### config.mk
export PLATFORM = sky130hd
export DESIGN_NAME = sata_cmd_sequencer_flat
export DESIGN_NICKNAME = d
export VERILOG_FILES = /design/src/rtl/sata_cmd_sequencer_if.sv /design/src/rtl/sata_cmd_sequencer.sv /design/src/flat_wrapper.sv
export SDC_FILE = /design/constraint.sdc
export NUM_CORES = 1
export LEC_CHECK = 0
export CORE_ASPECT_RATIO = 1.4
export CORE_MARGIN = 5
export CORE_UTILIZATION = 51
export CTS_CLUSTER_DIAMETER = 200
export DETAILED_ROUTE_END_ITERATION = 12
export GPL_TIMING_DRIVEN = 0
export PLACE_DENSITY = 0.7
export SYNTH_ARGS = -nofsm -noshare
export SYNTH_HDL_FRONTEND = slang
export SYNTH_SLANG_ARGS = --single-unit
### constraint.sdc
create_clock -name clk -period 13.9 [get_ports clk]
set_input_delay 2.085 -clock clk [delete_from_list [all_inputs] [get_ports clk]]
set_output_delay 2.085 -clock clk [all_outputs]
set_load 0.005 [all_outputs]
### src/rtl/sata_cmd_sequencer_if.sv
// Host command, core command, completion and status signals of sata_cmd_sequencer.
// slave is the sequencer's view, master is the surrounding logic's view.
interface sata_cmd_sequencer_if #(
    parameter int ADDR_W      = 48,
    parameter int CNT_W       = 32,
    parameter int TAG_W       = 4,
    parameter int QDEPTH_LOG2 = 2
);
    logic                   cmd_valid;
    logic                   cmd_ready;
    logic [1:0]             cmd_type;
    logic [CNT_W-1:0]       cmd_count;
    logic [ADDR_W-1:0]      cmd_addr;
    logic [TAG_W-1:0]       cmd_tag;

    logic                   core_ready_for_cmd;
    logic                   core_new_cmd;
    logic [1:0]             core_cmd_type;
    logic [31:0]            core_sector_count;
    logic [ADDR_W-1:0]      core_sector_addr;

    logic                   done_valid;
    logic [TAG_W-1:0]       done_tag;
    logic                   done_error;

    logic                   busy;
    logic [QDEPTH_LOG2:0]   queue_level;

    modport slave (
        input  cmd_valid, cmd_type, cmd_count, cmd_addr, cmd_tag, core_ready_for_cmd,
        output cmd_ready, core_new_cmd, core_cmd_type, core_sector_count, core_sector_addr,
        output done_valid, done_tag, done_error, busy, queue_level
    );

    modport master (
        output cmd_valid, cmd_type, cmd_count, cmd_addr, cmd_tag, core_ready_for_cmd,
        input  cmd_ready, core_new_cmd, core_cmd_type, core_sector_count, core_sector_addr,
        input  done_valid, done_tag, done_error, busy, queue_level
    );
endinterface

### src/rtl/sata_cmd_sequencer.sv
// Queues tagged host commands, splits them into core transfers of at most MAX_XFER
// sectors, supervises each transfer with a watchdog and reports one completion per command.
module sata_cmd_sequencer #(
    parameter int ADDR_W         = 48,
    parameter int CNT_W          = 32,
    parameter int MAX_XFER       = 256,
    parameter int QDEPTH_LOG2    = 2,
    parameter int TAG_W          = 4,
    parameter int TIMEOUT_CYCLES = 1000000
) (
    input  logic                 clk,
    input  logic                 reset,
    sata_cmd_sequencer_if.slave  bus
);
    localparam int DEPTH = 1 << QDEPTH_LOG2;
    localparam int ENT_W = 2 + CNT_W + ADDR_W + TAG_W;
    localparam bit WD_EN = (TIMEOUT_CYCLES != 0);
    localparam int WD_W  = (TIMEOUT_CYCLES > 1) ? $clog2(TIMEOUT_CYCLES) : 1;
    localparam logic [WD_W-1:0] WD_LAST = WD_W'((TIMEOUT_CYCLES > 0) ? TIMEOUT_CYCLES - 1 : 0);

    typedef enum logic [2:0] {
        S_IDLE, S_LOAD, S_ISSUE, S_WAIT_ACK, S_WAIT_DONE, S_REPORT
    } state_t;

    state_t state_reg, state_next;

    // ---------------- command queue ----------------
    logic [ENT_W-1:0]       mem [DEPTH];
    logic [ENT_W-1:0]       rd_data_reg;
    logic [QDEPTH_LOG2-1:0] wr_ptr_reg, rd_ptr_reg;
    logic [QDEPTH_LOG2:0]   level_reg;
    logic                   cmd_ready_int, push, pop;

    assign cmd_ready_int = (level_reg != (QDEPTH_LOG2+1)'(DEPTH));
    assign push          = bus.cmd_valid && cmd_ready_int;
    assign pop           = (state_reg == S_IDLE) && (level_reg != '0);

    // Storage and its registered read port carry no reset so they map onto block RAM.
    always_ff @(posedge clk) begin
        if (push)
            mem[wr_ptr_reg] <= {bus.cmd_type, bus.cmd_count, bus.cmd_addr, bus.cmd_tag};
        if (pop)
            rd_data_reg <= mem[rd_ptr_reg];
    end

    always_ff @(posedge clk or posedge reset) begin
        if (reset) begin
            wr_ptr_reg <= '0;
            rd_ptr_reg <= '0;
            level_reg  <= '0;
        end else begin
            if (push)
                wr_ptr_reg <= wr_ptr_reg + QDEPTH_LOG2'(1);
            if (pop)
                rd_ptr_reg <= rd_ptr_reg + QDEPTH_LOG2'(1);
            if (push && !pop)
                level_reg <= level_reg + (QDEPTH_LOG2+1)'(1);
            else if (pop && !push)
                level_reg <= level_reg - (QDEPTH_LOG2+1)'(1);
        end
    end

    logic [1:0]        rd_type;
    logic [CNT_W-1:0]  rd_count;
    logic [ADDR_W-1:0] rd_addr;
    logic [TAG_W-1:0]  rd_tag;

    assign rd_type  = rd_data_reg[ENT_W-1 -: 2];
    assign rd_count = rd_data_reg[ADDR_W+TAG_W +: CNT_W];
    assign rd_addr  = rd_data_reg[TAG_W +: ADDR_W];
    assign rd_tag   = rd_data_reg[TAG_W-1:0];

    // ---------------- command context ----------------
    logic [CNT_W-1:0]  remaining_reg, chunk_reg, chunk_calc, remaining_left;
    logic [ADDR_W-1:0] addr_reg;
    logic [1:0]        type_reg;
    logic [TAG_W-1:0]  tag_reg;
    logic              err_reg;
    logic [WD_W-1:0]   wd_reg;
    logic              wd_hit;

    assign chunk_calc     = (remaining_reg > CNT_W'(MAX_XFER)) ? CNT_W'(MAX_XFER) : remaining_reg;
    assign remaining_left = remaining_reg - chunk_reg;
    assign wd_hit         = WD_EN && (wd_reg == WD_LAST);

    // ---------------- FSM ----------------
    always_ff @(posedge clk or posedge reset) begin
        if (reset)
            state_reg <= S_IDLE;
        else
            state_reg <= state_next;
    end

    always_comb begin
        state_next = state_reg;
        case (state_reg)
            S_IDLE:      if (level_reg != '0) state_next = S_LOAD;
            S_LOAD:      state_next = (rd_count == '0) ? S_REPORT : S_ISSUE;
            S_ISSUE:     if (bus.core_ready_for_cmd) state_next = S_WAIT_ACK;
            S_WAIT_ACK: begin
                if (!bus.core_ready_for_cmd) state_next = S_WAIT_DONE;
                else if (wd_hit)             state_next = S_REPORT;
            end
            S_WAIT_DONE: begin
                if (bus.core_ready_for_cmd)  state_next = (remaining_left != '0) ? S_ISSUE : S_REPORT;
                else if (wd_hit)             state_next = S_REPORT;
            end
            S_REPORT:    state_next = S_IDLE;
            default:     state_next = S_IDLE;
        endcase
    end

    logic load_en, issue_en, ack_en, adv_en, wd_run, wd_expire, report_en;

    always_comb begin
        load_en   = (state_reg == S_LOAD);
        issue_en  = (state_reg == S_ISSUE) && bus.core_ready_for_cmd;
        ack_en    = (state_reg == S_WAIT_ACK) && !bus.core_ready_for_cmd;
        adv_en    = (state_reg == S_WAIT_DONE) && bus.core_ready_for_cmd;
        wd_run    = (state_reg == S_WAIT_ACK) || (state_reg == S_WAIT_DONE);
        // A core response in the same cycle as the limit still wins over the timeout.
        wd_expire = wd_run && wd_hit && !ack_en && !adv_en;
        report_en = (state_reg == S_REPORT);
    end

    // ---------------- datapath and registered outputs ----------------
    logic              core_new_cmd_reg, done_valid_reg, done_error_reg;
    logic [1:0]        core_type_reg;
    logic [31:0]       core_count_reg;
    logic [ADDR_W-1:0] core_addr_reg;
    logic [TAG_W-1:0]  done_tag_reg;

    always_ff @(posedge clk or posedge reset) begin
        if (reset) begin
            remaining_reg    <= '0;
            chunk_reg        <= '0;
            addr_reg         <= '0;
            type_reg         <= '0;
            tag_reg          <= '0;
            err_reg          <= 1'b0;
            wd_reg           <= '0;
            core_new_cmd_reg <= 1'b0;
            core_type_reg    <= '0;
            core_count_reg   <= '0;
            core_addr_reg    <= '0;
            done_valid_reg   <= 1'b0;
            done_tag_reg     <= '0;
            done_error_reg   <= 1'b0;
        end else begin
            core_new_cmd_reg <= issue_en;
            done_valid_reg   <= report_en;
            if (load_en) begin
                remaining_reg <= rd_count;
                addr_reg      <= rd_addr;
                type_reg      <= rd_type;
                tag_reg       <= rd_tag;
                err_reg       <= (rd_count == '0);
            end else if (wd_expire) begin
                err_reg       <= 1'b1;
            end
            if (issue_en) begin
                chunk_reg      <= chunk_calc;
                core_count_reg <= 32'(chunk_calc);
                core_addr_reg  <= addr_reg;
                core_type_reg  <= type_reg;
            end
            if (adv_en) begin
                remaining_reg <= remaining_left;
                addr_reg      <= addr_reg + ADDR_W'(chunk_reg);
            end
            if (issue_en || ack_en)
                wd_reg <= '0;
            else if (wd_run)
                wd_reg <= wd_reg + WD_W'(1);
            if (report_en) begin
                done_tag_reg   <= tag_reg;
                done_error_reg <= err_reg;
            end
        end
    end

    assign bus.cmd_ready         = cmd_ready_int;
    assign bus.core_new_cmd      = core_new_cmd_reg;
    assign bus.core_cmd_type     = core_type_reg;
    assign bus.core_sector_count = core_count_reg;
    assign bus.core_sector_addr  = core_addr_reg;
    assign bus.done_valid        = done_valid_reg;
    assign bus.done_tag          = done_tag_reg;
    assign bus.done_error        = done_error_reg;
    assign bus.busy              = (state_reg != S_IDLE);
    assign bus.queue_level       = level_reg;
endmodule

### src/flat_wrapper.sv
// flat-port wrapper written by rule: the top's interface ports become plain ports
module sata_cmd_sequencer_flat 
#(
    parameter int ADDR_W         = 48,
    parameter int CNT_W          = 32,
    parameter int MAX_XFER       = 256,
    parameter int QDEPTH_LOG2    = 2,
    parameter int TAG_W          = 4,
    parameter int TIMEOUT_CYCLES = 1000000
)
  (clk, reset, bus_cmd_valid, bus_cmd_type, bus_cmd_count, bus_cmd_addr, bus_cmd_tag, bus_core_ready_for_cmd, bus_cmd_ready, bus_core_new_cmd, bus_core_cmd_type, bus_core_sector_count, bus_core_sector_addr, bus_done_valid, bus_done_tag, bus_done_error, bus_busy, bus_queue_level);
  sata_cmd_sequencer_if #(.ADDR_W(ADDR_W), .CNT_W(CNT_W), .TAG_W(TAG_W), .QDEPTH_LOG2(QDEPTH_LOG2)) bus_i ();
  input  logic clk;
  input  logic reset;
  input wire logic [$bits(bus_i.cmd_valid)-1:0] bus_cmd_valid;
  input wire logic [$bits(bus_i.cmd_type)-1:0] bus_cmd_type;
  input wire logic [$bits(bus_i.cmd_count)-1:0] bus_cmd_count;
  input wire logic [$bits(bus_i.cmd_addr)-1:0] bus_cmd_addr;
  input wire logic [$bits(bus_i.cmd_tag)-1:0] bus_cmd_tag;
  input wire logic [$bits(bus_i.core_ready_for_cmd)-1:0] bus_core_ready_for_cmd;
  output wire logic [$bits(bus_i.cmd_ready)-1:0] bus_cmd_ready;
  output wire logic [$bits(bus_i.core_new_cmd)-1:0] bus_core_new_cmd;
  output wire logic [$bits(bus_i.core_cmd_type)-1:0] bus_core_cmd_type;
  output wire logic [$bits(bus_i.core_sector_count)-1:0] bus_core_sector_count;
  output wire logic [$bits(bus_i.core_sector_addr)-1:0] bus_core_sector_addr;
  output wire logic [$bits(bus_i.done_valid)-1:0] bus_done_valid;
  output wire logic [$bits(bus_i.done_tag)-1:0] bus_done_tag;
  output wire logic [$bits(bus_i.done_error)-1:0] bus_done_error;
  output wire logic [$bits(bus_i.busy)-1:0] bus_busy;
  output wire logic [$bits(bus_i.queue_level)-1:0] bus_queue_level;
  assign bus_i.cmd_valid = bus_cmd_valid;
  assign bus_i.cmd_type = bus_cmd_type;
  assign bus_i.cmd_count = bus_cmd_count;
  assign bus_i.cmd_addr = bus_cmd_addr;
  assign bus_i.cmd_tag = bus_cmd_tag;
  assign bus_i.core_ready_for_cmd = bus_core_ready_for_cmd;
  assign bus_cmd_ready = bus_i.cmd_ready;
  assign bus_core_new_cmd = bus_i.core_new_cmd;
  assign bus_core_cmd_type = bus_i.core_cmd_type;
  assign bus_core_sector_count = bus_i.core_sector_count;
  assign bus_core_sector_addr = bus_i.core_sector_addr;
  assign bus_done_valid = bus_i.done_valid;
  assign bus_done_tag = bus_i.done_tag;
  assign bus_done_error = bus_i.done_error;
  assign bus_busy = bus_i.busy;
  assign bus_queue_level = bus_i.queue_level;
  sata_cmd_sequencer #(.ADDR_W(ADDR_W), .CNT_W(CNT_W), .MAX_XFER(MAX_XFER), .QDEPTH_LOG2(QDEPTH_LOG2), .TAG_W(TAG_W), .TIMEOUT_CYCLES(TIMEOUT_CYCLES)) u_core (.clk(clk), .reset(reset), .bus(bus_i));
endmodule
-- After elaboration in Yosys (flattened, before gate mapping)
Memory sizes are Yosys's and may differ from the RTL's. A register that Yosys moved wholly into a read port is not among the register bits.
Cells that the tools add are included.
- mux-type cells: 21
- reduce and logical (&&, ||, !) cells: 27
- order comparisons: 1
- $add $sub $neg: 7
- eq/ne operators: 9
- operator list (operator ; number):
    $mux 32 ; 3
    $mux 48 ; 2
    $add 48x32->48 ; 1
    $mux 20 ; 2
    $gt 32x9->1 const B ; 1
    $logic_not 32->1 ; 1
    $reduce_bool 32->1 ; 1
    $sub 32x32->32 ; 1
    $mux 3 ; 9
    $add 20x1->20 const B ; 1
    $eq 20x20->1 const B ; 1
    $pmux 3 s5 ; 1
    $logic_and 1x1->1 ; 10
    $reduce_bool 2->1 ; 4
    $eq 3x2->1 const B ; 2
    $eq 3x3->1 const B ; 2
    $reduce_bool 3->1 ; 2
    $logic_not 1->1 ; 5
    $add 2x1->2 const B ; 2
    $mux 1 ; 4
    $ne 2x2->1 const B ; 2
    $add 3x1->3 const B ; 1
    $eq 3x1->1 const B ; 1
    $logic_not 3->1 ; 1
    4 further kinds ; 5
- memory bits (writable): 344
- memories kept: 1
- register bits: 206
- memories (memory ; words ; bits a word ; read ports ; clocked after memory_dff ; write ports ; RTL line ; RTL):
    u_core.mem ; 4 ; 86 ; 1 ; 1 ; 1 ; sata_cmd_sequencer.sv:28 ; logic [ENT_W-1:0] mem [DEPTH];

-- Logic depth before layout (Yosys ltp)
- depth in word-level cells: 7
- gate-level depth with buffers: 14
- depth with buffers taken out: 13

-- Worst setup path before layout
No wires, ideal clock.
- kind: flip-flop to flip-flop
- from: register u_core.state_reg[1]
- to: register u_core.level_reg[1] (netlist: u_core.bus.queue_level[1])
- setup slack: 7.808 ns
- stages on the path, launching flop included: 9
- data arrival time: 5.967 ns
- buffers on the path: 1
- period minus slack after synthesis: 6.092 ns
- cell sequence: dfrtp_1 clkbuf_1 or3_1 nor2_1 inv_1 ha_1 inv_1 fa_1 mux2_2
- longest elaborated chain between the ends: 5
- elaborated cells between the ends (all ways): 7
- ends and longest elaborated chain (item ; RTL line ; RTL):
    start: declaration ; sata_cmd_sequencer.sv:25 ; state_t state_reg, state_next;
    start signal: assignment ; sata_cmd_sequencer.sv:91 ; state_reg <= state_next;
    $logic_not 3->1 (*) ; sata_cmd_sequencer.sv:36 ; assign pop = (state_reg == S_IDLE) && (level_reg != '0);
    $logic_and 1x1->1 (*) ; sata_cmd_sequencer.sv:36 ;
    net u_core.pop ; sata_cmd_sequencer.sv:32 ; logic cmd_ready_int, push, pop;
    $logic_not 1->1 ; sata_cmd_sequencer.sv:56 ; if (push && !pop)
    $logic_and 1x1->1 ; sata_cmd_sequencer.sv:56 ;
    $mux 3 / $reduce_bool 2->1 (equally long branches) ; -- ;
    end signal: assignment ; sata_cmd_sequencer.sv:57 ; level_reg <= level_reg + (QDEPTH_LOG2+1)'(1);
    end signal: assignment ; sata_cmd_sequencer.sv:59 ; level_reg <= level_reg - (QDEPTH_LOG2+1)'(1);
    end: declaration ; sata_cmd_sequencer.sv:31 ; logic [QDEPTH_LOG2:0] level_reg;
Mark *: on every way through the listed nets, which the timed path passes. The rest lies on a longest branch.
A chain may end at the register's enable or synchronous reset.

-- Worst setup path after layout
- from: input port bus_core_ready_for_cmd
- to: register u_core.chunk_reg[6]
- longest elaborated chain between the ends: 1
- ends and longest elaborated chain (item ; RTL line ; RTL):
    start: declaration ; flat_wrapper.sv:20 ; input wire logic [$bits(bus_i.core_ready_for_cmd)-1:0] bus_core_ready_for_cmd;
    $logic_and 1x1->1 ; sata_cmd_sequencer.sv:117 ; issue_en = (state_reg == S_ISSUE) && bus.core_ready_for_cmd;
    end signal: assignment ; sata_cmd_sequencer.sv:162 ; chunk_reg <= chunk_calc;
    end: declaration ; sata_cmd_sequencer.sv:74 ; logic [CNT_W-1:0] remaining_reg, chunk_reg, chunk_calc, remaining_left;
No other way between the ends.

==> reports/metrics.yaml <==
timing:
  finalClockSkew_ns: 0.0233
  tightest_slew_ns: 1.33
  hold_viol: 0
  finalMaxSlewViolations: 0
  max_freq_mhz: 203
  rsz0062_at_grt: "no"
  slew-limit-headroom_pct: 10.9
  period_minus_slack_ns: 4.92
  tns_ns: 0
  setup_viol: 0
  timing.final.crit_share_pct: 35.4
setup_path:
  crit_fanout: 10
  critPathRequiredTime_ns: 14.43
  worst_path_max_delay_cell: "a211oi_1"
  critPathLaunch: "bus_core_ready_for_cmd"
  crit_type: "in2reg"
  crit_path_frequent_cell: "clkbuf_1"
  crit_path_start_kind: "input pin"
  worstPathArrival_ns: 5.44
  cp.buffers_inverters: 3
  path_cells: "clkbuf_1 > nand3b_1 > or2_2 > clkbuf_1 > inv_2 > nand3_1 > a211oi_1 > nand2_1 > o21ai_0"
  cp_top_family: "buffers and inverters"
  worstReg2RegStart: "u_core.addr_reg[0]$_DFFE_PP0P_"
  crit_path_max_incr_delay_ns: 1.12
  endpoint_kind: "flip-flop"
drt:
  final_antenna_net_count: 0
  drt_wl_total_um: 71400
  first_iter_violations: 1407
  drcViolationCount: 0
  via_per_inst: 5.84
  drt-pass1-iter-count: 5
  dr_total_vias: 17811
  avgRoutedWirePerCell_um: 23.4
pwr:
  p_int_mw: 4.76
  seqPwrFrac_pct: 40.9
  pwr-share-clk_pct: 22.3
  p_leak_nw: 12.3
  combPwrFrac_pct: 36.8
  p_per_area_nw_per_um2: 226
  max-vdd-ir-drop_mv: 0.112
  netSwitchingFraction_pct: 35.2
  p_sw_mw: 2.59
cts:
  clockBufferDepth: 3
  cts_tree: "yes"
  root_buffer: "clkbuf_16"
  postCtsSetupBuffers: 0
  cts_resized: 0
  clk_pin_slew_ns: 0.07
  clock_latency_ns: 0.63
  cts_hold_buffers: 0
  clock_sinks: 636
  htreeDepth: 2
  numCtsBuffers: 57
placed_design:
  place_inst: 2941
  hpwl_um: 51100
  place_congestion: 0.915
  port_buffers: 182
synth:
  synthesis.instances: 2030
  seq_area_frac_synth_pct: 65.5
  synth_edf_count: 430
  synth.largest_area_cell: "edfxtp_1"
  synthXorXnorAreaFrac_pct: 2.00
  synthAdderAreaFrac_pct: 3.35
  yosys-top-cells-area: "edfxtp_1, dfrtp_1, mux4_2"
  syn-mean-instance-area_um2: 13.6
  synth_most_common_cell: "edfxtp_1"
  synth_flop_cell: "edfxtp_1"
  synth_nets: 2192
  synth_compound_area_share_pct: 8.65
  yosys_warnings: 0
  ys_top_cells_by_count: "edfxtp_1, nand2_1, dfrtp_1"
  synth_mux_area_share_pct: 7.71
  synth_top_family_by_area: "simple AND/OR/NAND/NOR gates"
  synth-simple-area-share_pct: 10.8
  synthArstFlopShare_pct: 32.4
  synth.distinct_cells: 87
  synth_top_area_share_pct: 46.8
  synth_seq_cells: 636
  netlist_area_um2: 27600
worst_hold_path:
  worstHoldStart: "u_core.rd_data_reg[0]$_DFFE_PP_"
  hp-class: "reg2reg"
layout:
  instances_no_fill: 3049
  num-nets-final: 2441
  largest_reg_flops: 344
  drive_gt1_share_pct: 9.54
  area_growth_pct: 17.8
die:
  dieArea_um2: 58900
  die_w_um: 207
  num_io_pins: 184
  initial_core_util_pct: 51.1
  coreArea_um2: 54000
  rows: 101
  dieHeight_um: 285
job:
  cap_violations: 0
global_routing:
  first_global_vias: 18317
  grt_max_degree: 126
  track_usage_pct: 24.4
  grt_overflow: 0
  antenna_found_initial: 2
  grt_pass1_wl_um: 109000
run_status:
  status: "completed"
-- logic make-up (layout without fill, tap and decap cells) --
| logic type | after synthesis | in the layout |
|---|---|---|
| DFF | 636 | 636 |
| and+or+nand+nor | 666 | 666 |
| other | 0 | 2 |
| buffers and inverters | 145 | 441 |
| AOI/OAI and AO/OA | 344 | 344 |
| muxes | 104 | 104 |
| adders and majority gates | 72 | 72 |
| xor gates and xnor gates | 63 | 63 |
-- layer usage --
metal | GRT usage, % | wire (um)
met5 | 0 | 0
met3 | 3.34 | 3820
met4 | 8.46 | 2610
met1 | 31.3 | 27800
met2 | 42.5 | 37200
-- through the flow --
step                      util [%]  power [mW]  hold slack, ns  area, um2  worst slack [ns]
after global routing          60.3        7.76           0.475      32500              8.81
after global placement        56.2        5.70           0.426      30300              3.35
after CTS                     60.3        7.40           0.445      32500              9.03
after detailed placement      56.6        5.74           0.430      30600              8.37
final                         60.3        7.35           0.439      32500              8.98
after floorplan                  -        4.74           0.415      27600              6.19
-- power by group through the flow --
stage          combinational [mW]  sequential (mW)  clock, mW
2_1_floorplan                1.81             2.93          0
3_3_place_gp                 2.62             3.07          0
3_5_place_dp                 2.71             3.03          0
4_1_cts                      2.73             3.00       1.66
5_1_grt                      2.96             3.05       1.75
6_report                     2.71             3.00       1.64
-- cells in the final DEF, fill, tap and decap left out, types with 14 or more instances in the layout --
master             n
xor2_1            28
a21oi_1           68
o21a_1            14
nor3_1            22
clkbuf_16         57
clkdlybuf4s50_1  182
edfxtp_1         430
xnor2_1           35
a31oi_1           47
nor4_1            18
buf_1             15
nand4_1           14
and3_1            35
a211oi_1          18
ha_1              69
mux4_2            86
inv_1             59
nor2_1           127
o21ai_0           64
nand3_1           25
a21o_1            27
dfrtp_1          206
nand2_1          347
clkbuf_1          83
-- final timing paths --
| path | cells after the start | end | slack (ns) |
|---|---|---|---|
| max | 9 | u_core.chunk_reg[6]$_DFFE_PP0P_ | 8.98 |
| min | 2 | u_core.tag_reg[0]$_DFFE_PP0N_ | 0.44 |
| max reg2reg | 14 | u_core.addr_reg[42]$_DFFE_PP0P_ | 9.52 |
| min reg2reg | 2 | u_core.tag_reg[0]$_DFFE_PP0N_ | 0.44 |
| max in group asynchronous | 3 | u_core.bus.core_sector_addr[8]$_DFFE_PP0P_ | 10.87 |
| min in group asynchronous | 2 | u_core.bus.done_valid$_DFF_PP0_ | 1.92 |
-- cell type report --
cell class	instances	area, um2
Inverter	61	236
Tap cell	721	902
Buffer	84	328
Sequential cell	636	18100
Timing Repair Buffer	190	2020
Multi-Input combinational cell	1249	9000
Clock inverter	24	379
Antenna cell	2	5.00
Clock buffer	82	1580
Fill cell	4182	21400
-- tightest hold or removal path, cell delays in order (launching register included) --
cell      delay (ns)
edfxtp_1        0.32
nand2_1         0.05
nand2_1         0.04
No activity file was read; power rests on OpenSTA's default activity.
